--- src/rtl/uart_tx_arbiter.sv ---
// uart_tx_arbiter
//   Shares one 8N1 UART transmitter between two byte sources:
//     source 0 (echo): bytes from the UART receiver, buffered in a small FIFO
//     source 1 (host): valid/ready handshake
//   A round-robin arbiter hands one byte at a time to the transmitter with a
//   single-cycle tx_start, then follows tx_busy until the frame completes.
//   If tx_busy does not rise within BUSY_TIMEOUT cycles the byte is abandoned.
//
// Optional build macro: UART_ECHO_CRLF_EN
//   When defined, an echoed 8'h0D that completes is followed by an inserted
//   8'h0A frame before arbitration resumes.
//
// Ports:
//   clk, rst          clock; asynchronous active-high reset
//   rx_data, rx_done  receiver byte and its one-cycle strobe (pushes echo FIFO)
//   host_valid/ready  host handshake; host_data held while valid & !ready
//   tx_busy           transmitter busy flag
//   tx_start, tx_data one-cycle start request and the registered byte
//   echo_level        echo FIFO occupancy
//   overflow          sticky: an rx byte was dropped; overflow_clr clears it
module uart_tx_arbiter #(
  parameter int ECHO_DEPTH   = 4,
  parameter int BUSY_TIMEOUT = 4
) (
  input  logic                          clk,
  input  logic                          rst,
  input  logic [7:0]                    rx_data,
  input  logic                          rx_done,
  input  logic                          host_valid,
  input  logic [7:0]                    host_data,
  output logic                          host_ready,
  input  logic                          tx_busy,
  output logic                          tx_start,
  output logic [7:0]                    tx_data,
  output logic [$clog2(ECHO_DEPTH):0]   echo_level,
  output logic                          overflow,
  input  logic                          overflow_clr
);

  localparam int AW = $clog2(ECHO_DEPTH);
  localparam int CW = $clog2(ECHO_DEPTH) + 1;
  localparam int TW = $clog2(BUSY_TIMEOUT + 1);

  typedef enum logic [1:0] {
    S_IDLE,
    S_WAIT_BUSY,
    S_WAIT_DONE
`ifdef UART_ECHO_CRLF_EN
    , S_LF_INSERT
`endif
  } state_t;

  state_t        state;
  logic [7:0]    mem [ECHO_DEPTH];
  logic [AW-1:0] rd_ptr;
  logic [AW-1:0] wr_ptr;
  logic [CW-1:0] count;
  logic [TW-1:0] timer;
  // last_grant: 0 = echo was granted last, 1 = host was granted last
  logic          last_grant;
`ifdef UART_ECHO_CRLF_EN
  logic          cr_pending;
`endif

  logic arb_ok;
  logic echo_req;
  logic grant_echo;
  logic grant_host;
  logic push;
  logic drop;

  always_comb begin
    echo_req   = (count != '0);
    // A foreign frame (tx_busy high while idle) holds off arbitration.
    arb_ok     = (state == S_IDLE) && !tx_busy && !rst;
    grant_echo = arb_ok && echo_req   && (!host_valid || last_grant);
    grant_host = arb_ok && host_valid && (!echo_req   || !last_grant);
    // A full FIFO still accepts a byte when the head leaves in the same cycle.
    push       = rx_done && ((count != CW'(ECHO_DEPTH)) || grant_echo);
    drop       = rx_done && !push;
  end

  assign host_ready = grant_host;
  assign echo_level = count;

  always_ff @(posedge clk) begin
    if (push) mem[wr_ptr] <= rx_data;
  end

  always_ff @(posedge clk or posedge rst) begin
    if (rst) begin
      rd_ptr   <= '0;
      wr_ptr   <= '0;
      count    <= '0;
      overflow <= 1'b0;
    end else begin
      if (push)       wr_ptr <= wr_ptr + AW'(1);
      if (grant_echo) rd_ptr <= rd_ptr + AW'(1);
      count <= count + CW'(push) - CW'(grant_echo);
      if (drop)              overflow <= 1'b1;
      else if (overflow_clr) overflow <= 1'b0;
    end
  end

  always_ff @(posedge clk or posedge rst) begin
    if (rst) begin
      state      <= S_IDLE;
      tx_start   <= 1'b0;
      tx_data    <= '0;
      last_grant <= 1'b1;
      timer      <= '0;
`ifdef UART_ECHO_CRLF_EN
      cr_pending <= 1'b0;
`endif
    end else begin
      tx_start <= 1'b0;
      case (state)
        S_IDLE: begin
          if (grant_echo) begin
            tx_data    <= mem[rd_ptr];
            tx_start   <= 1'b1;
            last_grant <= 1'b0;
            timer      <= '0;
            state      <= S_WAIT_BUSY;
`ifdef UART_ECHO_CRLF_EN
            cr_pending <= (mem[rd_ptr] == 8'h0D);
`endif
          end else if (grant_host) begin
            tx_data    <= host_data;
            tx_start   <= 1'b1;
            last_grant <= 1'b1;
            timer      <= '0;
            state      <= S_WAIT_BUSY;
`ifdef UART_ECHO_CRLF_EN
            cr_pending <= 1'b0;
`endif
          end
        end
        S_WAIT_BUSY: begin
          if (tx_busy) begin
            state <= S_WAIT_DONE;
          end else if (timer == TW'(BUSY_TIMEOUT - 1)) begin
            state <= S_IDLE;
`ifdef UART_ECHO_CRLF_EN
            cr_pending <= 1'b0;
`endif
          end else begin
            timer <= timer + TW'(1);
          end
        end
        S_WAIT_DONE: begin
          if (!tx_busy) begin
`ifdef UART_ECHO_CRLF_EN
            if (cr_pending) begin
              cr_pending <= 1'b0;
              state      <= S_LF_INSERT;
            end else
`endif
            state <= S_IDLE;
          end
        end
`ifdef UART_ECHO_CRLF_EN
        S_LF_INSERT: begin
          tx_data  <= 8'h0A;
          tx_start <= 1'b1;
          timer    <= '0;
          state    <= S_WAIT_BUSY;
        end
`endif
        default: state <= S_IDLE;
      endcase
    end
  end

endmodule

--- config.mk ---
export PLATFORM = sky130hd
export DESIGN_NAME = uart_tx_arbiter
export DESIGN_NICKNAME = d
export VERILOG_FILES = /design/src/rtl/uart_tx_arbiter.sv
export SDC_FILE = /design/constraint.sdc
export NUM_CORES = 1
export LEC_CHECK = 0
export CAP_MARGIN = 20
export CORE_UTILIZATION = 30
export DETAILED_ROUTE_END_ITERATION = 12
export PLACE_DENSITY = 0.48
export SETUP_SLACK_MARGIN = 0.5
export SLEW_MARGIN = 5
export SYNTH_ARGS = -nofsm -noshare
export SYNTH_HDL_FRONTEND = slang
export SYNTH_SLANG_ARGS = --single-unit
--- constraint.sdc ---
create_clock -name clk -period 2.7 [get_ports clk]
set_clock_uncertainty 0.1 [all_clocks]
set_input_delay 0.405 -clock clk [delete_from_list [all_inputs] [get_ports clk]]
set_output_delay 0.405 -clock clk [all_outputs]
set_load 0.03 [all_outputs]
Word level (Yosys, flattened, before mapping)

Memories as Yosys holds them, arrays and structs flattened.
Cells that the tools add are included.
Widths: inputs -> output; s select.

RAM bits: 32
Bits of input ports: 22
Memories: 1
Register bits after elaboration: 23

Memory list:

| memory | depth | bits a word | read ports | clocked after Yosys merged registers in | write ports | RTL line | source |
|---|---|---|---|---|---|---|---|
| mem    | 4     | 8           | 1          | 0                                       | 1           | 54       | `logic [7:0] mem [ECHO_DEPTH];` |

Equal/unequal tests: 9
Reduce and logical (&&, ||, !) cells: 25
Add/sub/neg operators: 5
Mux-type cells: 22

Operators with widths:

| operator            | number |
|---|---|
| $mux 8              | 2 |
| $mux 3              | 4 |
| $mux 2              | 5 |
| $mux 1              | 9 |
| $ne 3x3->1 const B  | 3 |
| $logic_and 1x1->1   | 8 |
| $logic_not 1->1     | 6 |
| $ne 2x2->1 const B  | 3 |
| $pmux 2 s3          | 1 |
| $pmux 3 s2          | 1 |
| $reduce_bool 2->1   | 3 |
| $add 2x1->2 const B | 2 |
| $reduce_and 4->1    | 1 |
| $add 3x1->3         | 1 |
| $add 3x1->3 const B | 1 |
| $eq 3x2->1 const B  | 1 |
| $logic_or 1x1->1    | 3 |
| $reduce_and 3->1    | 1 |
| $reduce_bool 3->1   | 1 |
| $sub 3x1->3         | 1 |
| $eq 2x1->1 const B  | 1 |
| $eq 2x2->1 const B  | 1 |
| $logic_not 2->1     | 1 |
| $reduce_and 2->1    | 1 |

Logic depth before layout (Yosys ltp)

Depth in word-level cells: 10
Mapped depth: 11
Depth with buffers taken out: 11

Worst setup path before layout

Ideal clock, no wire load.

Kind: reg-to-reg
Start: register count[2], in the netlist echo_level[2]
End: register count[2], in the netlist echo_level[2]
Slack: 0.082 ns
Buffers on the path: 1
Stages on the path, launching flop included: 12
Period minus slack after synthesis: 2.618 ns
Arrival: 2.380 ns
Cells stage by stage: dfrtp_1 > or3_4 > nand3_2 > inv_2 > buf_12 > ha_1 > inv_1 > ha_1 > inv_1 > fa_1 > xnor2_1 > xnor2_1

Word-level cells in the longest chain between the ends: 7
Elaborated cells on any way between the ends: 8
Those cells by class: 2 x add/sub; 1 x eq/ne; 5 x reduce/logical

Ends and longest elaborated chain:

| item                            | RTL line | source |
|---|---|---|
| from (decl)                     | 57       | `logic [CW-1:0] count;` |
| from (signal assigned)          | 99       | `count <= count + CW'(push) - CW'(grant_echo);` |
| $reduce_bool 3->1               | 73       | `echo_req = (count != '0);` |
| $logic_and 1x1->1 (2 in series) | 76       | `grant_echo = arb_ok && echo_req && (!host_valid \|\| last_grant);` |
| $logic_or 1x1->1                | 79       | `push = rx_done && ((count != CW'(ECHO_DEPTH)) \|\| grant_echo);` |
| $logic_and 1x1->1               | 79       |  |
| $add 3x1->3                     | 99       |  |
| $sub 3x1->3 *                   | 99       |  |

Every way passes the cells marked *; elsewhere a longest branch is shown, timed or not.
A chain may end at the register's enable or synchronous reset.

Worst setup path after layout

Start: register last_grant
End: register count[2], in the netlist echo_level[2]

Word-level cells in the longest chain between the ends: 6

Ends and longest elaborated chain:

| item                   | RTL line | source |
|---|---|---|
| from (decl)            | 60       | `logic last_grant;` |
| from (signal assigned) | 110      | `last_grant <= 1'b1;` |
| from (signal assigned) | 122      | `last_grant <= 1'b0;` |
| from (signal assigned) | 131      | `last_grant <= 1'b1;` |
| $logic_or 1x1->1 *     | 76       |  |
| $logic_and 1x1->1 *    | 76       |  |
| $logic_or 1x1->1       | 79       |  |
| $logic_and 1x1->1      | 79       |  |
| $add 3x1->3            | 99       |  |
| $sub 3x1->3 *          | 99       |  |

Marks and branches as above.

==> results.md <==
* Die Ht at about 90 um
* Setup WS post-layout at around 0.47 ns
* Final wirelength at 4.32 mm
* Final Non-Filler Cells at 302
* Clock transition at path regs at roughly 0.1 ns
* DRT iter0 DRCs at 40
* HPWL after detailed placement at 2.93 mm
* Dominant cell type by area after synthesis: edfxtp_1
* CTS tree: built
* Htree depth at 2
* Tcrit/Tclk final at 82.5%
* Vias/cell at roughly 4.4
* R2r startpoint: last_grant
* Final hold vios at 0
* Peak VDD IR at 0.000391 V
* Die W at 90.3 um
* Synthesized instance count at 149
* Die ar. at 8150 sq um
* Final setup fails at 0
* Max_cap viols at 0
* YS warnings at 0
* Unique masters post-synth at 33
* Placed insts at 286
* WHS at roughly 0.12 ns
* Sink Count at 55
* Gr ovfl total at 0
* First-pass GRT wire length at roughly 7.1 mm
* Critical setup path kind: register to register
* Syn Std Cell Area at 2340 sq um
* Power Dens Cells at 992 nW/um^2
* Slew @ Worst Pin at 0.879 ns
* CP arrival at between 2 and 2.5 ns
* Mapped Nets at 180
* Worst endpoint required time at 2.80 ns
* Post-synthesis sequential area ratio at about 66%
* Std-Cell Rows at 31
* Min-delay worst type: primary input to asynchronous set/reset pin
* I/O pin cnt at 36
* Top-area cell type share of the netlist area at between 40% and 50%
* CTS Buf Count at 5
* Leakage Power at 1.17 nW
* Final GP Congestion at ~0.73
* Synthesis-to-finish area growth at 30.3%
* Worst setup EP type: register
* Top post-synthesis cells by area: edfxtp_1 41%, dfrtp_1 24%, mux4_2 7.7%, ha_1 4.3%, mux2i_1 3.4%
* Mean Syn Cell Area at 15.7 sq um
* Clk buf depth at 2
* # hold bufs at CTS at 0
* Max Slew Vio Count at 0
* Tmin final at 2.23 ns
* Routed Antenna Nets at 0
* Antenna violations before repair at 0
* DRC Markers at 0
* Routed via count at 1334
* Post-DR wirelength/cell at approximately 14 um
* Core ar. at between 7000 and 8000 sq um
* First-pass DRT Iterations at 2
* Largest net degree at the start of global routing at 23
* Vias in the first global route at 1367
* Max Fanout on Critical Path at 3
* Initial core utilization at 31.6%
* Startpoint Class: register
* Clk Latency, worst-skew pair at approximately 0.31 ns
* RSZ-0062 raised after global routing: true
* Ant. Diodes at 0
* Layout cells sized above 1 at approximately a quarter
* Total power at 3.02 mW
* Status: finished clean
* Yosys reg bits at 55
* Layout net count at around 230
* Fmax achieved at around 450 MHz
* Worst relative slew slack at roughly two fifths
* Crit path from: last_grant
* Placement Setup Slack at -0.149 ns
* GR Util All Layers at 11.7%
* Clock Root Buffer: clkbuf_8
* Port bufs at 35
==> power by group <==
| part | total (mW) | switching (mW) | internal, mW |
|---|---|---|---|
| registers | 1.35 | 0.190 | 1.16 |
| clock network | 0.478 | 0.268 | 0.210 |
| logic | 1.19 | 0.587 | 0.607 |
==> cells in the mapped netlist (all sizes together) <==
cell type,number
buf,5
edfxtp,32
nand2,12
a21oi,1
fa,1
dfstp,1
o21ai,12
a21o,1
ha,8
mux2,1
dfrtp,22
mux4,8
xnor2,5
or4b,1
nor2,1
nand2b,1
a31oi,1
clkbuf,1
nand3,5
inv,13
and2,5
mux2i,8
or3,1
nor4,1
xor2,1
o22ai,1
==> state kept, by name, summed over array words and instances, names as in the netlist <==
signal      flops
tx_start        1
overflow        1
state           2
mem            32
wr_ptr          2
last_grant      1
echo_level      3
timer           3
tx_data         8
rd_ptr          2
==> layout make-up <==
class	instances	area, sq um
Sequential cell	55	1540
Tap cell	99	124
Timing Repair Buffer	52	474
Multi-Input combinational cell	75	758
Inverter	13	51.3
Fill cell	695	4360
Clock buffer	6	82.6
Clock inverter	2	16.3
==> path summary, 6_finish.rpt <==
check | endpoint | slack, ns | cells past startpoint
worst max-delay path | echo_level[2] | 0.47 | 11
worst min-delay path | rd_ptr[0] | 0.12 | 2
worst max register to register | echo_level[2] | 0.47 | 11
worst min register to register | tx_data[2] | 0.39 | 2
max in group asynchronous | tx_data[5] | 1.82 | 3
min in group clk | tx_data[2] | 0.39 | 2
==> what timing repair did <==
| action | 4_1_cts | 5_1_grt |
|---|---|---|
| endpoints found under the hold margin | 0 | 0 |
| pin swaps | 7 | 1 |
| gates cloned | 0 | 0 |
| buffers inserted | 4 | 4 |
| setup endpoints to repair | 3 | 5 |
| resized for setup | 5 | 2 |
==> logic make-up after synthesis <==
kind of cell,Yosys count,synth area share (%)
xor gates and xnor gates,6,2.25
buffers and inverters,19,3.91
DFF,55,65.8
AOI/OAI and AO/OA,16,4.44
and+or+nand+nor,27,6.90
muxes,17,11.6
adders and majority gates,9,5.14
==> worst max-delay path, stage by stage (launching register included) <==
cell	delay [ns]
dfstp_2	0.56
nand2b_2	0.16
nand2_2	0.07
a31oi_4	0.15
inv_2	0.07
ha_4	0.21
inv_2	0.06
ha_4	0.11
inv_2	0.03
fa_2	0.34
xnor2_2	0.14
xnor2_1	0.12
==> per-layer routing <==
| metal | track usage (%) | vias up | wire length, um |
|---|---|---|---|
| met5 | 0 | - | 0 |
| li1 | - | 636 | - |
| met4 | 4.03 | 0 | 68 |
| met3 | 3.45 | 7 | 170 |
| met1 | 15.1 | 660 | 1950 |
| met2 | 18.9 | 31 | 2140 |
==> through the flow <==
stage	TNS [ns]	area (sq um)	util, %
global route	0	3050	41.1
CTS	0	3010	40.7
finish	0	3050	41.1
global placement	-0.148	2870	38.8
detailed placement	-0.209	2870	38.8
floorplan	0	2380	-
==> layout by cell type, fill, tap and decap left out, types with 2 or more instances in the layout <==
| cell | Yosys | routed |
|---|---|---|
| inv_1 | 12 | 9 |
| dfrtp_1 | 22 | 20 |
| edfxtp_1 | 32 | 32 |
| dfrtp_2 | 0 | 2 |
| and2_1 | 5 | 5 |
| inv_2 | 1 | 3 |
| ha_4 | 0 | 2 |
| ha_1 | 8 | 6 |
| nand3_1 | 4 | 4 |
| clkbuf_8 | 0 | 6 |
| nand2_1 | 11 | 11 |
| buf_4 | 0 | 18 |
| o21ai_1 | 8 | 8 |
| mux4_2 | 8 | 8 |
| clkdlybuf4s50_1 | 0 | 32 |
| o21ai_0 | 3 | 3 |
| xnor2_1 | 5 | 4 |
| mux2i_1 | 8 | 8 |
Power figures use the tool's default switching activity.
